<file path="config.mk">
export PLATFORM = sky130hd
export DESIGN_NAME = program_memory_loader_flat
export DESIGN_NICKNAME = d
export VERILOG_FILES = /design/src/rtl/program_memory_loader_pkg.sv /design/src/rtl/program_memory_loader_if.sv /design/src/rtl/program_memory_loader_word_assembler.sv /design/src/rtl/program_memory_loader.sv /design/src/flat_wrapper.sv
export SDC_FILE = /design/constraint.sdc
export NUM_CORES = 1
export LEC_CHECK = 0
export BUFFER_PORTS_ARGS = -buffer_cell sky130_fd_sc_hd__buf_2
export CORE_MARGIN = 1.5
export CORE_UTILIZATION = 54
export DETAILED_ROUTE_END_ITERATION = 7
export GPL_TIMING_DRIVEN = 0
export PLACE_DENSITY = 0.77
export SETUP_SLACK_MARGIN = 0.4
export SYNTH_ARGS = -nofsm -noshare
export SYNTH_HDL_FRONTEND = slang
export SYNTH_HIERARCHICAL = 1
export SYNTH_SLANG_ARGS = --single-unit
</file>
<file path="constraint.sdc">
create_clock -name clk -period 2.65 [get_ports clk]
set_clock_uncertainty 0.05 [all_clocks]
set_input_delay 0 -clock clk [delete_from_list [all_inputs] [get_ports clk]]
set_output_delay 0 -clock clk [all_outputs]
set_load 0.03 [all_outputs]
</file>
<file path="src/rtl/program_memory_loader_pkg.sv">
// Shared types for the boot-time program memory loader.
// FSM state encoding, error codes and the byte-accepting state predicate.
package program_memory_loader_pkg;

    typedef enum logic [2:0] {
        ST_CNT_HI = 3'd0,
        ST_CNT_LO = 3'd1,
        ST_DATA   = 3'd2,
        ST_WRITE  = 3'd3,
        ST_CHECK  = 3'd4,
        ST_DONE   = 3'd5,
        ST_ERROR  = 3'd6
    } state_e;

    localparam logic [1:0] ERR_NONE = 2'b00;
    localparam logic [1:0] ERR_OVF  = 2'b01;
    localparam logic [1:0] ERR_CSUM = 2'b10;

    function automatic logic takes_byte(state_e s);
        return (s == ST_CNT_HI) || (s == ST_CNT_LO) ||
               (s == ST_DATA)   || (s == ST_CHECK);
    endfunction

endpackage

</file>
<file path="src/rtl/program_memory_loader_if.sv">
// Byte stream in, program memory write port and boot status out.
// master = stream source / system side, slave = the loader.
interface program_memory_loader_if #(
    parameter int DATA_WIDTH = 32
);
    logic                  start;
    logic                  byte_valid;
    logic [7:0]            byte_data;
    logic                  byte_ready;
    logic                  mem_we;
    logic [DATA_WIDTH-1:0] mem_addr;
    logic [DATA_WIDTH-1:0] mem_wdata;
    logic                  cpu_hold;
    logic                  load_done;
    logic                  load_error;
    logic [1:0]            err_code;

    modport master (
        output start, byte_valid, byte_data,
        input  byte_ready, mem_we, mem_addr, mem_wdata,
        input  cpu_hold, load_done, load_error, err_code
    );

    modport slave (
        input  start, byte_valid, byte_data,
        output byte_ready, mem_we, mem_addr, mem_wdata,
        output cpu_hold, load_done, load_error, err_code
    );
endinterface

</file>
<file path="src/rtl/program_memory_loader_word_assembler.sv">
// Big-endian byte-to-word shifter; word is valid together with the 4th byte.
// word_full flags that the byte being pushed now completes the word.
module program_memory_loader_word_assembler (
    input  logic        clk,
    input  logic        reset,
    input  logic        clear,
    input  logic        push,
    input  logic [7:0]  byte_in,
    output logic [31:0] word,
    output logic        word_full
);
    logic [23:0] shift_q, shift_d;
    logic [1:0]  idx_q, idx_d;

    assign word      = {shift_q, byte_in};
    assign word_full = (idx_q == 2'd3);

    always_comb begin
        shift_d = shift_q;
        idx_d   = idx_q;
        if (clear) begin
            shift_d = '0;
            idx_d   = '0;
        end else if (push) begin
            shift_d = {shift_q[15:0], byte_in};
            idx_d   = idx_q + 2'd1;
        end
    end

    always_ff @(posedge clk) begin
        if (reset) begin
            shift_q <= '0;
            idx_q   <= '0;
        end else begin
            shift_q <= shift_d;
            idx_q   <= idx_d;
        end
    end
endmodule

</file>
<file path="src/rtl/program_memory_loader.sv">
// Boot loader: count header, big-endian words, XOR checksum byte.
// Keeps the core in reset until the whole image is written and verified.
module program_memory_loader
    import program_memory_loader_pkg::*;
#(
    parameter int                    MEMORY_DEPTH = 32,
    parameter int                    DATA_WIDTH   = 32,
    parameter logic [DATA_WIDTH-1:0] BASE_ADDR    = '0
) (
    input logic                   clk,
    input logic                   reset,
    program_memory_loader_if.slave bus
);
    localparam logic [15:0] DEPTH_W = 16'(MEMORY_DEPTH);

    state_e                state_q, state_d;
    logic [7:0]            cnt_hi_q, cnt_hi_d;
    logic [15:0]           remaining_q, remaining_d;
    logic [DATA_WIDTH-1:0] addr_q, addr_d;
    logic [7:0]            xor_q, xor_d;
    logic                  mem_we_q, mem_we_d;
    logic [DATA_WIDTH-1:0] mem_wdata_q, mem_wdata_d;
    logic                  cpu_hold_q, cpu_hold_d;
    logic                  done_q, done_d;
    logic                  error_q, error_d;
    logic [1:0]            err_code_q, err_code_d;

    logic        fire;
    logic        asm_push;
    logic        asm_clear;
    logic [31:0] asm_word;
    logic        asm_full;
    logic [15:0] count_w;

    assign bus.byte_ready = !reset && takes_byte(state_q);
    assign fire     = bus.byte_valid && bus.byte_ready;
    assign asm_push = fire && (state_q == ST_DATA);
    assign count_w  = {cnt_hi_q, bus.byte_data};

    program_memory_loader_word_assembler u_asm (
        .clk       (clk),
        .reset     (reset),
        .clear     (asm_clear),
        .push      (asm_push),
        .byte_in   (bus.byte_data),
        .word      (asm_word),
        .word_full (asm_full)
    );

    always_comb begin
        state_d     = state_q;
        cnt_hi_d    = cnt_hi_q;
        remaining_d = remaining_q;
        addr_d      = addr_q;
        xor_d       = xor_q;
        mem_we_d    = 1'b0;
        mem_wdata_d = mem_wdata_q;
        cpu_hold_d  = cpu_hold_q;
        done_d      = done_q;
        error_d     = error_q;
        err_code_d  = err_code_q;
        asm_clear   = 1'b0;
        if (fire && state_q != ST_CHECK)
            xor_d = xor_q ^ bus.byte_data;
        case (state_q)
            ST_CNT_HI: if (fire) begin
                cnt_hi_d = bus.byte_data;
                state_d  = ST_CNT_LO;
            end
            ST_CNT_LO: if (fire) begin
                remaining_d = count_w;
                if (count_w > DEPTH_W) begin
                    state_d    = ST_ERROR;
                    error_d    = 1'b1;
                    err_code_d = ERR_OVF;
                end else if (count_w == 16'd0) begin
                    state_d = ST_CHECK;
                end else begin
                    state_d = ST_DATA;
                end
            end
            ST_DATA: if (fire && asm_full) begin
                mem_we_d    = 1'b1;
                mem_wdata_d = DATA_WIDTH'(asm_word);
                state_d     = ST_WRITE;
            end
            ST_WRITE: begin
                addr_d      = addr_q + DATA_WIDTH'(4);
                remaining_d = remaining_q - 16'd1;
                state_d     = (remaining_q == 16'd1) ? ST_CHECK : ST_DATA;
            end
            ST_CHECK: if (fire) begin
                if (bus.byte_data == xor_q) begin
                    state_d    = ST_DONE;
                    done_d     = 1'b1;
                    cpu_hold_d = 1'b0;
                end else begin
                    state_d    = ST_ERROR;
                    error_d    = 1'b1;
                    err_code_d = ERR_CSUM;
                end
            end
            ST_DONE, ST_ERROR: if (bus.start) begin
                state_d    = ST_CNT_HI;
                cpu_hold_d = 1'b1;
                done_d     = 1'b0;
                error_d    = 1'b0;
                err_code_d = ERR_NONE;
                addr_d     = BASE_ADDR;
                xor_d      = '0;
                asm_clear  = 1'b1;
            end
            default: state_d = ST_CNT_HI;
        endcase
    end

    always_ff @(posedge clk) begin
        if (reset) begin
            state_q     <= ST_CNT_HI;
            cnt_hi_q    <= '0;
            remaining_q <= '0;
            addr_q      <= BASE_ADDR;
            xor_q       <= '0;
            mem_we_q    <= 1'b0;
            mem_wdata_q <= '0;
            cpu_hold_q  <= 1'b1;
            done_q      <= 1'b0;
            error_q     <= 1'b0;
            err_code_q  <= ERR_NONE;
        end else begin
            state_q     <= state_d;
            cnt_hi_q    <= cnt_hi_d;
            remaining_q <= remaining_d;
            addr_q      <= addr_d;
            xor_q       <= xor_d;
            mem_we_q    <= mem_we_d;
            mem_wdata_q <= mem_wdata_d;
            cpu_hold_q  <= cpu_hold_d;
            done_q      <= done_d;
            error_q     <= error_d;
            err_code_q  <= err_code_d;
        end
    end

    assign bus.mem_we     = mem_we_q;
    assign bus.mem_addr   = addr_q;
    assign bus.mem_wdata  = mem_wdata_q;
    assign bus.cpu_hold   = cpu_hold_q;
    assign bus.load_done  = done_q;
    assign bus.load_error = error_q;
    assign bus.err_code   = err_code_q;
endmodule
</file>
<file path="src/flat_wrapper.sv">
// flat-port wrapper written by rule: the top's interface ports become plain ports
module program_memory_loader_flat import program_memory_loader_pkg::*;
#(
    parameter int                    MEMORY_DEPTH = 32,
    parameter int                    DATA_WIDTH   = 32,
    parameter logic [DATA_WIDTH-1:0] BASE_ADDR    = '0
)
  (clk, reset, bus_start, bus_byte_valid, bus_byte_data, bus_byte_ready, bus_mem_we, bus_mem_addr, bus_mem_wdata, bus_cpu_hold, bus_load_done, bus_load_error, bus_err_code);
  program_memory_loader_if #(.DATA_WIDTH(DATA_WIDTH)) bus_i ();
  input logic clk;
  input logic reset;
  input wire logic [$bits(bus_i.start)-1:0] bus_start;
  input wire logic [$bits(bus_i.byte_valid)-1:0] bus_byte_valid;
  input wire logic [$bits(bus_i.byte_data)-1:0] bus_byte_data;
  output wire logic [$bits(bus_i.byte_ready)-1:0] bus_byte_ready;
  output wire logic [$bits(bus_i.mem_we)-1:0] bus_mem_we;
  output wire logic [$bits(bus_i.mem_addr)-1:0] bus_mem_addr;
  output wire logic [$bits(bus_i.mem_wdata)-1:0] bus_mem_wdata;
  output wire logic [$bits(bus_i.cpu_hold)-1:0] bus_cpu_hold;
  output wire logic [$bits(bus_i.load_done)-1:0] bus_load_done;
  output wire logic [$bits(bus_i.load_error)-1:0] bus_load_error;
  output wire logic [$bits(bus_i.err_code)-1:0] bus_err_code;
  assign bus_i.start = bus_start;
  assign bus_i.byte_valid = bus_byte_valid;
  assign bus_i.byte_data = bus_byte_data;
  assign bus_byte_ready = bus_i.byte_ready;
  assign bus_mem_we = bus_i.mem_we;
  assign bus_mem_addr = bus_i.mem_addr;
  assign bus_mem_wdata = bus_i.mem_wdata;
  assign bus_cpu_hold = bus_i.cpu_hold;
  assign bus_load_done = bus_i.load_done;
  assign bus_load_error = bus_i.load_error;
  assign bus_err_code = bus_i.err_code;
  program_memory_loader #(.MEMORY_DEPTH(MEMORY_DEPTH), .DATA_WIDTH(DATA_WIDTH), .BASE_ADDR(BASE_ADDR)) u_core (.clk(clk), .reset(reset), .bus(bus_i));
endmodule
</file>
==> out/qor.json, run 1 <==
{
  "min_path": {
    "hold_path.class": "in -> reg",
    "worstHoldPathCells": 4
  },
  "yosys": {
    "synth-async-reset-ratio": 0,
    "syn_inst": 706,
    "ys_types": 62,
    "synth-edff-count": 0,
    "synth_top_flop_cell": "sky130_fd_sc_hd__dfxtp_1",
    "sequential_area_share_after_synthesis": 0.436,
    "synthesis.yosys.warnings": 6,
    "ys_seq_elements": 129,
    "synthesis.area_sq_um": 5930,
    "synth.avg_cell_area_sq_um": 8.39
  },
  "clock_network": {
    "clock_tree.htree_level_count": 4,
    "path_clk_slew_ns": 0.06,
    "bufs_on_longest_clock_path": 2,
    "cts-buffers-inserted": 17,
    "cts_sinks": 129,
    "clk-insertion-delay-late_ns": 0.52,
    "cts_tree": "yes",
    "cts.root.buffer_cell": "sky130_fd_sc_hd__clkbuf_8"
  },
  "worst_setup_path": {
    "worstRegToRegCells": 8,
    "cp_cell_sequence": "inv_1 -> ha_2 -> or3b_4 -> or4_4 -> buf_6 -> o41a_1 -> o21ai_2 -> a21oi_1",
    "worst_ep_required_time_ns": 2.97,
    "timing.critical_path.slowest_cell_delay_ns": 0.42,
    "critPathCaptureType": "flop",
    "worstSetupPathType": "reg -> reg",
    "cp-start-kind": "flop",
    "crit_fanout": 6,
    "worstPathArrival_ns": 2.59,
    "critical-path-slowest-cell": "sky130_fd_sc_hd__or4_4"
  },
  "placement": {
    "placement.setup.worst_slack_ns": 0.284,
    "buffer_ports.inserted": 79,
    "gpl.final_weighted_congestion": 0.930,
    "hpwl_mm": 10.8
  },
  "grt": {
    "grt_first_pass_wirelength_mm": 24.8,
    "grtUsageTotal": 0.274,
    "grt_max_degree": 17,
    "number_of_global_route_vias_before_repair": 5160,
    "grt_overflow": 0,
    "grt_antenna_before_repair": 0
  },
  "cells_and_area": {
    "layout_commonest_cell": "sky130_fd_sc_hd__dfxtp_1",
    "flow.area_growth_from_synthesis_pct": 23.8,
    "mostFrequentLayoutCells": "127 x sky130_fd_sc_hd__dfxtp_1, 113 x sky130_fd_sc_hd__nand2_1, 94 x sky130_fd_sc_hd__buf_2",
    "final_nets": 836,
    "insertedDiodeCount": 0,
    "post_route_cells_drive_above_1_share": 0.213
  },
  "floorplan": {
    "dieArea_sq_um": 11600,
    "initial_utilization": 0.551,
    "chipHeight_um": 108,
    "ios": 83,
    "fp.coreArea_sq_um": 10700,
    "fp-row-count": 38,
    "floorplan.die.width_um": 108
  },
  "power": {
    "power_uw": 4870,
    "standby_leakage_power_uw": 0.00294,
    "peakVddDrop_uv": 576,
    "power-per-cell-area_nw_per_um2": 664
  },
  "route": {
    "vias_per_cell": 5.77,
    "detail_route.first_pass.iterations": 5,
    "wl_mm": 15.8,
    "violation_count_after_the_first_detailed_routing_iteration": 456,
    "wire_per_inst_um": 16.2,
    "post-route-drc-count": 0,
    "antenna_left": 0,
    "route.vias.total": 5605
  },
  "run": {
    "maxCapViolCount": 0
  },
  "sta": {
    "layout_min_cycle_time_ns": 2.26,
    "finalWorstSetupSlack_ns": 0.389,
    "tns_ns": 0,
    "maxClockFrequency_mhz": 442,
    "slew_violations": 0,
    "slew_headroom": 0.517,
    "report.final.hold_viol_count": 0,
    "worst-slew-pin-transition_ns": 0.725,
    "finalHoldWorstSlack_ns": 0.280,
    "rsz0062_at_grt": "yes",
    "final.period_utilization": 0.853,
    "setup_viol": 0
  },
  "status": {
    "run_status": "complete, no violations"
  }
}
[synthesized netlist by cell type (3+ instances only)]
library cell | number | area share
sky130_fd_sc_hd__dfxtp_1 | 129 | 0.44
sky130_fd_sc_hd__nand2_1 | 114 | 0.072
sky130_fd_sc_hd__a21oi_1 | 78 | 0.066
sky130_fd_sc_hd__nor2_1 | 71 | 0.045
sky130_fd_sc_hd__mux2i_1 | 42 | 0.071
sky130_fd_sc_hd__o21ai_0 | 25 | 0.021
sky130_fd_sc_hd__clkbuf_1 | 23 | 0.015
sky130_fd_sc_hd__or3_1 | 21 | 0.022
sky130_fd_sc_hd__buf_2 | 16 | 0.014
sky130_fd_sc_hd__xnor2_1 | 15 | 0.022
sky130_fd_sc_hd__or4_1 | 12 | 0.015
sky130_fd_sc_hd__buf_4 | 10 | 0.013
sky130_fd_sc_hd__xor2_1 | 10 | 0.015
sky130_fd_sc_hd__inv_1 | 9 | 0.0057
sky130_fd_sc_hd__nand4_1 | 9 | 0.0095
sky130_fd_sc_hd__nor3_1 | 9 | 0.0076
sky130_fd_sc_hd__o31ai_1 | 8 | 0.010
sky130_fd_sc_hd__nand3_1 | 7 | 0.0059
sky130_fd_sc_hd__a211oi_1 | 6 | 0.0076
sky130_fd_sc_hd__nor4_1 | 6 | 0.0063
sky130_fd_sc_hd__o21a_1 | 6 | 0.0076
sky130_fd_sc_hd__o21ai_1 | 6 | 0.0051
sky130_fd_sc_hd__and3_1 | 5 | 0.0053
sky130_fd_sc_hd__and4_1 | 4 | 0.0059
sky130_fd_sc_hd__buf_6 | 4 | 0.0076
sky130_fd_sc_hd__ha_1 | 4 | 0.0084
sky130_fd_sc_hd__a22oi_1 | 3 | 0.0038
sky130_fd_sc_hd__a31oi_1 | 3 | 0.0032
sky130_fd_sc_hd__nand2b_1 | 3 | 0.0032
sky130_fd_sc_hd__nor2b_1 | 3 | 0.0032
[state kept, by name, summed over array words and instances (netlist names), 3 cells and up]
register,count
u_core/bus.mem_addr,30
u_core/bus.mem_wdata,32
u_core/cnt_hi_q,8
u_core/remaining_q,16
u_core/state_q,3
u_core/u_asm/shift_q,24
u_core/xor_q,8
[layout make-up]
class	instances	area [sq um]
fillers	867	3410
multi-input cells	513	3080
flip-flops and latches	129	2590
repair buffers	94	536
clock buffers	19	432
plain buffers	55	327
well taps	140	175
clock inverters	12	159
inverters	10	37.5
[worst max-delay path, delay by kind of cell, from the launching register on]
| kind | cells | cell delay, ns |
|---|---|---|
| and+or+nand+nor | 2 | 0.81 |
| DFF | 1 | 0.36 |
| AOI/OAI and AO/OA | 3 | 0.53 |
| buffers and inverters | 2 | 0.20 |
| adders and majority gates | 1 | 0.16 |
[path summary, 6_finish.rpt]
check / from / to / slack [ns]
worst max-delay path: u_core/remaining_q[0] / u_core/remaining_q[12] / 0.39
worst min register to register: u_core/bus.mem_wdata[25] / u_core/bus.mem_wdata[25] / 0.40
worst max register to register: u_core/remaining_q[0] / u_core/remaining_q[12] / 0.39
worst min-delay path: bus_byte_data[0] / u_core/u_asm/shift_q[0] / 0.28
[cell families after synthesis]
group,after synthesis,share of synthesized area
AO/OA/AOI/OAI,161,0.164
XOR/XNOR,25,0.0370
adder cells (fa/ha/maj),4,0.00845
buffers and inverters,65,0.0598
flip-flops,129,0.436
multiplexers,42,0.0709
other,1,0.000633
AND/OR/NAND/NOR,279,0.223
[routing by layer]
metal | GRT usage | wire [um] | vias up
met3 | 0.0684 | 1020 | 23
met2 | 0.462 | 7620 | 228
met4 | 0.101 | 335 | 0
met5 | 0 | 0 | -
li1 | - | - | 2698
met1 | 0.338 | 6780 | 2656
[power by group]
part | total, uW | switching, uW | internal (uW)
Combinational | 532 | 309 | 223
Clock | 2320 | 863 | 1460
Sequential | 2020 | 36.9 | 1980
[repair_timing]
action                     CTS  global route
setup endpoints to repair    1            67
hold endpoints to repair    43             0
pin swaps                    1             4
buffers inserted             4             0
gates resized for setup      7            23
hold buffers                11             0
[metrics by stage]
stage | area [sq um] | instances | util
finish | 7330 | 972 | 0.683
global route | 7330 | 972 | 0.683
CTS | 7250 | 972 | 0.675
detailed placement | 6500 | 926 | 0.605
global placement | 6500 | 926 | 0.605
floorplan | 5930 | 707 | -
(Power assumes the default switching activity.)
==> inputs of run 2 (changes only) <==
BUFFER_PORTS_ARGS = -buffer_cell sky130_fd_sc_hd__clkbuf_2   (was -buffer_cell sky130_fd_sc_hd__buf_2)
CTS_CLUSTER_SIZE = 40   (was not set)
==> out/qor.json, run 2 (same netlist as run 1, synthesis figures left out) <==
{
  "status": {
    "run_status": "complete, no violations"
  },
  "floorplan": {
    "fp.coreArea_sq_um": 10700,
    "chipHeight_um": 108,
    "initial_utilization": 0.551,
    "fp-row-count": 38,
    "floorplan.die.width_um": 108,
    "ios": 83,
    "dieArea_sq_um": 11600
  },
  "sta": {
    "worst-slew-pin-transition_ns": 0.653,
    "maxClockFrequency_mhz": 458,
    "slew_violations": 0,
    "setup_viol": 0,
    "slew_headroom": 0.564,
    "layout_min_cycle_time_ns": 2.19,
    "report.final.hold_viol_count": 0,
    "rsz0062_at_grt": "yes",
    "final.period_utilization": 0.825,
    "tns_ns": 0
  },
  "cells_and_area": {
    "mostFrequentLayoutCells": "127 x sky130_fd_sc_hd__dfxtp_1, 113 x sky130_fd_sc_hd__nand2_1, 81 x sky130_fd_sc_hd__clkbuf_2",
    "layout.filler_cells": 880,
    "finalNonFillerCells": 972,
    "sequential_standard_cell_area_sq_um": 2590,
    "flow.area_growth_from_synthesis_pct": 24.2,
    "multi_input_area_sq_um": 3070,
    "largest_reg_flops": 32,
    "final_nets": 835,
    "post_route_cells_drive_above_1_share": 0.209,
    "layout_commonest_cell": "sky130_fd_sc_hd__dfxtp_1",
    "insertedDiodeCount": 0
  },
  "worst_setup_path": {
    "timing.critical_path.slowest_cell_delay_ns": 0.42,
    "worstPathArrival_ns": 2.51,
    "worstSetupPathType": "reg -> reg",
    "r2r_slack_ns": 0.46,
    "buffers_and_inverters_on_the_worst_path": 2,
    "cp-start-kind": "flop",
    "cp_top_delay_family": "simple AND/OR/NAND/NOR gates",
    "critical-path-slowest-cell": "sky130_fd_sc_hd__or4_4",
    "worstRegToRegCells": 8,
    "cp_cell_sequence": "inv_2 -> ha_4 -> or3b_4 -> or4_4 -> buf_6 -> o41a_1 -> o21ai_1 -> a21oi_1",
    "r2r-start": "u_core/remaining_q[0]",
    "crit-reg2reg-capture": "u_core/remaining_q[12]",
    "worst_ep_required_time_ns": 2.98,
    "crit_fanout": 7,
    "critPathCaptureType": "flop"
  },
  "min_path": {
    "hold_path.class": "in -> reg",
    "holdPathEnd": "u_core/u_asm/shift_q[0]",
    "min-delay-start": "bus_byte_data[0]",
    "worstHoldPathCells": 4
  },
  "placement": {
    "hpwl_mm": 10.8,
    "place_inst": 926,
    "gpl.final_weighted_congestion": 0.923,
    "buffer_ports.inserted": 79
  },
  "route": {
    "wire_per_inst_um": 16.7,
    "violation_count_after_the_first_detailed_routing_iteration": 411,
    "detail_route.first_pass.iterations": 6,
    "route.vias.total": 5716,
    "post-route-drc-count": 0,
    "vias_per_cell": 5.88,
    "antenna_left": 0,
    "wl_mm": 16.2
  },
  "grt": {
    "grt_antenna_before_repair": 0,
    "grt_overflow": 0,
    "grt_max_degree": 17,
    "grtUsageTotal": 0.283,
    "grt_first_pass_wirelength_mm": 25.8,
    "number_of_global_route_vias_before_repair": 5240
  },
  "power": {
    "power-per-cell-area_nw_per_um2": 683,
    "standby_leakage_power_uw": 0.00289,
    "peakVddDrop_uv": 407
  },
  "clock_network": {
    "cts_sinks": 129,
    "clk-insertion-delay-late_ns": 0.52,
    "cts_tree": "yes",
    "clock_tree.htree_level_count": 4,
    "cts-buffers-inserted": 17,
    "path_clk_slew_ns": 0.06,
    "bufs_on_longest_clock_path": 2,
    "cts.root.buffer_cell": "sky130_fd_sc_hd__clkbuf_8"
  },
  "run": {
    "maxCapViolCount": 0
  }
}
-- run 2: where the power goes --
part	internal (uW)	total (uW)	switching, uW
clock	1650	2490	840
sequential	1980	2020	37.5
combinational	212	517	305
-- run 2: layout make-up --
type                            count  share of cell area
Clock inverter                      9              0.0206
Buffer                             55              0.0442
Multi-Input combinational cell    513               0.417
Sequential cell                   129               0.352
Timing Repair Buffer               93              0.0717
Clock buffer                       23              0.0661
Inverter                           10             0.00510
Tap cell                          140              0.0238
-- run 2: tightest hold or removal path: stages --
cell and delay [ns]:
sky130_fd_sc_hd__dlygate4sd3_1 0.53, sky130_fd_sc_hd__clkbuf_2 0.14, sky130_fd_sc_hd__mux2i_1 0.08, sky130_fd_sc_hd__nor2_1 0.08
-- run 2: worst max-delay path by stage --
stage | start | end | cells after the start
6_report | u_core/remaining_q[0] | u_core/remaining_q[12] | 8
5_1_grt | u_core/bus.mem_addr[6] | u_core/bus.mem_addr[31] | 5
4_1_cts | u_core/remaining_q[0] | u_core/remaining_q[12] | 8
3_5_place_dp | u_core/remaining_q[0] | u_core/remaining_q[12] | 8
3_3_place_gp | u_core/remaining_q[0] | u_core/remaining_q[12] | 8
2_1_floorplan | u_core/remaining_q[0] | u_core/remaining_q[12] | 8
-- run 2: metrics by stage --
stage                     hold slack, ns   util  power (uW)  setup WS [ns]  instance area (sq um)
after floorplan                   0.0939      -        2380          0.516                   5930
after global placement             0.234  0.605        2500          0.368                   6500
after detailed placement           0.249  0.605        2510          0.344                   6500
after CTS                          0.249  0.676        4990          0.358                   7260
after global routing               0.296  0.685        5180          0.381                   7360
final                              0.289  0.685        5030          0.465                   7360
-- run 2: routing by layer --
layer	routed length, um	global-route usage	up-vias
met5	0	0	-
li1	-	-	2699
met3	1080	0.0654	33
met2	7920	0.470	228
met4	338	0.101	0
met1	6880	0.360	2756
-- run 2: repair_timing --
item	CTS	global route
setup endpoints to repair	8	70
resized for setup	3	24
hold buffers	11	0
pin swaps	0	1
hold endpoints to repair	42	0
setup buffers	0	3
==> inputs of run 3 (changes only) <==
ABC_AREA = 1   (was not set)
PLACE_DENSITY = 0.76   (was 0.77)
clock period = 2.1 ns   (was 2.65 ns; I/O delays follow)
==> out/qor.json, run 3 <==
{
  "route": {
    "antenna_left": 0,
    "post-route-drc-count": 0,
    "violation_count_after_the_first_detailed_routing_iteration": 530,
    "route.vias.total": 6330,
    "wire_per_inst_um": 14.0,
    "vias_per_cell": 5.24,
    "detail_route.first_pass.iterations": 5,
    "wl_mm": 16.9
  },
  "cells_and_area": {
    "largest_reg_flops": 32,
    "layout.filler_cells": 949,
    "mostFrequentLayoutCells": "192 x sky130_fd_sc_hd__nor2_1, 188 x sky130_fd_sc_hd__nand2_1, 116 x sky130_fd_sc_hd__dfxtp_1",
    "final_nets": 1068,
    "insertedDiodeCount": 0,
    "layout_commonest_cell": "sky130_fd_sc_hd__nor2_1",
    "post_route_cells_drive_above_1_share": 0.231,
    "flow.area_growth_from_synthesis_pct": 28.4
  },
  "grt": {
    "grtUsageTotal": 0.268,
    "gr-max-usage-layer": "met2",
    "grt_overflow": 0,
    "grt_max_degree": 17,
    "grt_util_met1": 0.355,
    "grt_first_pass_wirelength_mm": 26.4,
    "number_of_global_route_vias_before_repair": 5638,
    "met3_usage": 0.0538,
    "groute.layer.met2.usage": 0.423,
    "grt_antenna_before_repair": 0
  },
  "yosys": {
    "sequential_area_share_after_synthesis": 0.415,
    "synthesis.yosys.warnings": 6,
    "synth_top_flop_cell": "sky130_fd_sc_hd__dfxtp_1",
    "synth.cells.most_frequent": "201 x sky130_fd_sc_hd__nor2_1, 197 x sky130_fd_sc_hd__nand2_1, 129 x sky130_fd_sc_hd__dfxtp_1, 96 x sky130_fd_sc_hd__inv_1, 76 x sky130_fd_sc_hd__o21ai_0",
    "syn_inst": 930,
    "post-synth-top-count-cell": "sky130_fd_sc_hd__nor2_1",
    "yosys.area.top_type_share": 0.415,
    "synth.avg_cell_area_sq_um": 6.70,
    "synth-edff-count": 0,
    "largest_cells_by_area_after_synthesis": "sky130_fd_sc_hd__dfxtp_1 41%, sky130_fd_sc_hd__nor2_1 12%, sky130_fd_sc_hd__nand2_1 12%",
    "ys_types": 38,
    "synth_largest_area_cell": "sky130_fd_sc_hd__dfxtp_1",
    "ys_seq_elements": 129,
    "synthesis.area_sq_um": 6230,
    "synth-async-reset-ratio": 0
  },
  "status": {
    "run_status": "complete, no violations"
  },
  "sta": {
    "tns_ns": 0,
    "layout_min_cycle_time_ns": 1.65,
    "maxClockFrequency_mhz": 605,
    "final.period_utilization": 0.787,
    "worst-slew-pin-transition_ns": 0.698,
    "slew_headroom": 0.534,
    "slew_violations": 0,
    "setup_viol": 0,
    "rsz0062_at_grt": "yes",
    "report.final.hold_viol_count": 0
  },
  "power": {
    "peakVddDrop_uv": 655,
    "power_uw": 8330,
    "power-per-cell-area_nw_per_um2": 1040,
    "standby_leakage_power_uw": 0.00349
  },
  "floorplan": {
    "dieArea_sq_um": 12200,
    "ios": 83,
    "fp-row-count": 39,
    "chipHeight_um": 110,
    "initial_utilization": 0.550,
    "floorplan.die.width_um": 110,
    "fp.coreArea_sq_um": 11300
  },
  "worst_setup_path": {
    "crit_fanout": 10,
    "buffers_and_inverters_on_the_worst_path": 2,
    "worstSetupPathType": "reg -> reg",
    "worstPathArrival_ns": 1.92,
    "critPathCaptureType": "flop",
    "cp_cell_sequence": "nand2_4 -> nor2_4 -> buf_4 -> buf_2 -> nand3_1 -> nand3_1 -> nand2_1 -> a21oi_1",
    "cp-start-kind": "flop",
    "timing.critical_path.slowest_cell_delay_ns": 0.41,
    "cp_top_delay_family": "simple AND/OR/NAND/NOR gates",
    "worst_path_most_repeated_cell": "sky130_fd_sc_hd__nand3_1",
    "critical-path-slowest-cell": "sky130_fd_sc_hd__dfxtp_4",
    "worst_ep_required_time_ns": 2.37
  },
  "run": {
    "maxCapViolCount": 0
  },
  "clock_network": {
    "clock_tree.htree_level_count": 4,
    "cts-buffers-inserted": 17,
    "path_clk_slew_ns": 0.05,
    "bufs_on_longest_clock_path": 2,
    "cts_sinks": 129,
    "clk-insertion-delay-late_ns": 0.42,
    "cts_tree": "yes",
    "cts.root.buffer_cell": "sky130_fd_sc_hd__clkbuf_16"
  },
  "placement": {
    "gpl.final_weighted_congestion": 0.908,
    "hpwl_mm": 11.1,
    "buffer_ports.inserted": 80
  },
  "min_path": {
    "hold_path.class": "in -> reg"
  }
}
-- run 3: tightest hold or removal path, cell delays in order --
cell and delay (ns):
sky130_fd_sc_hd__clkbuf_2 0.13, sky130_fd_sc_hd__a21oi_1 0.10, sky130_fd_sc_hd__nor2_2 0.16, sky130_fd_sc_hd__a21oi_1 0.12
-- run 3: logic make-up after synthesis --
kind of cell	Yosys count	synth area share
AO/OA/AOI/OAI	159	0.132
flip-flops	129	0.415
buffers and inverters	146	0.111
XOR/XNOR	8	0.0112
adder cells (fa/ha/maj)	4	0.00803
other	1	0.000602
AND/OR/NAND/NOR	483	0.323
-- run 3: worst paths after layout --
path / start / end / slack (ns) / depth (start not counted)
max: u_core/state_q[0] / u_core/state_q[2] / 0.45 / 8
min: bus_byte_valid / u_core/state_q[2] / 0.11 / 4
max reg2reg: u_core/state_q[0] / u_core/state_q[2] / 0.45 / 8
min reg2reg: u_core/bus.load_error / u_core/bus.load_error / 0.40 / 2
-- run 3: through the flow --
step | setup WS (ns) | instances | util | hold slack [ns] | area (sq um)
2_1_floorplan | 0.413 | 931 | - | 0.109 | 6240
3_3_place_gp | 0.224 | 1154 | 0.602 | 0.285 | 6820
3_5_place_dp | 0.195 | 1154 | 0.602 | 0.282 | 6820
4_1_cts | 0.369 | 1198 | 0.675 | 0.0607 | 7640
5_1_grt | 0.351 | 1208 | 0.707 | 0.119 | 8000
6_report | 0.448 | 1208 | 0.707 | 0.111 | 8000
-- run 3: report_power, final --
part	leakage, uW	internal (uW)	switching, uW
sequential	0.00105	2690	198
combinational	0.00213	782	1410
clock	0.000310	2120	1130
-- run 3: routing by layer --
layer,vias to the layer above,wire (um)
met1,2868,7300
met5,-,0
met2,259,7880
li1,3167,-
met4,0,407
met3,36,1270
-- run 3: area by class of cell --
type	instances	area (sq um)	share of cell area
multi-input cells	656	3190	0.398
flip-flops and latches	129	2610	0.326
repair buffers	102	596	0.0744
clock buffers	17	425	0.0532
inverters	103	418	0.0522
plain buffers	43	357	0.0446
clock inverters	15	230	0.0288
well taps	143	179	0.0224
-- run 3: timing repair --
| item | 4_1_cts | 5_1_grt |
|---|---|---|
| setup buffers | 0 | 10 |
| hold buffers | 12 | 0 |
| cloned | 0 | 0 |
| endpoints found under the hold margin | 39 | 0 |
| pin swaps | 1 | 18 |
| resized for setup | 16 | 123 |
| setup endpoints to repair | 50 | 104 |
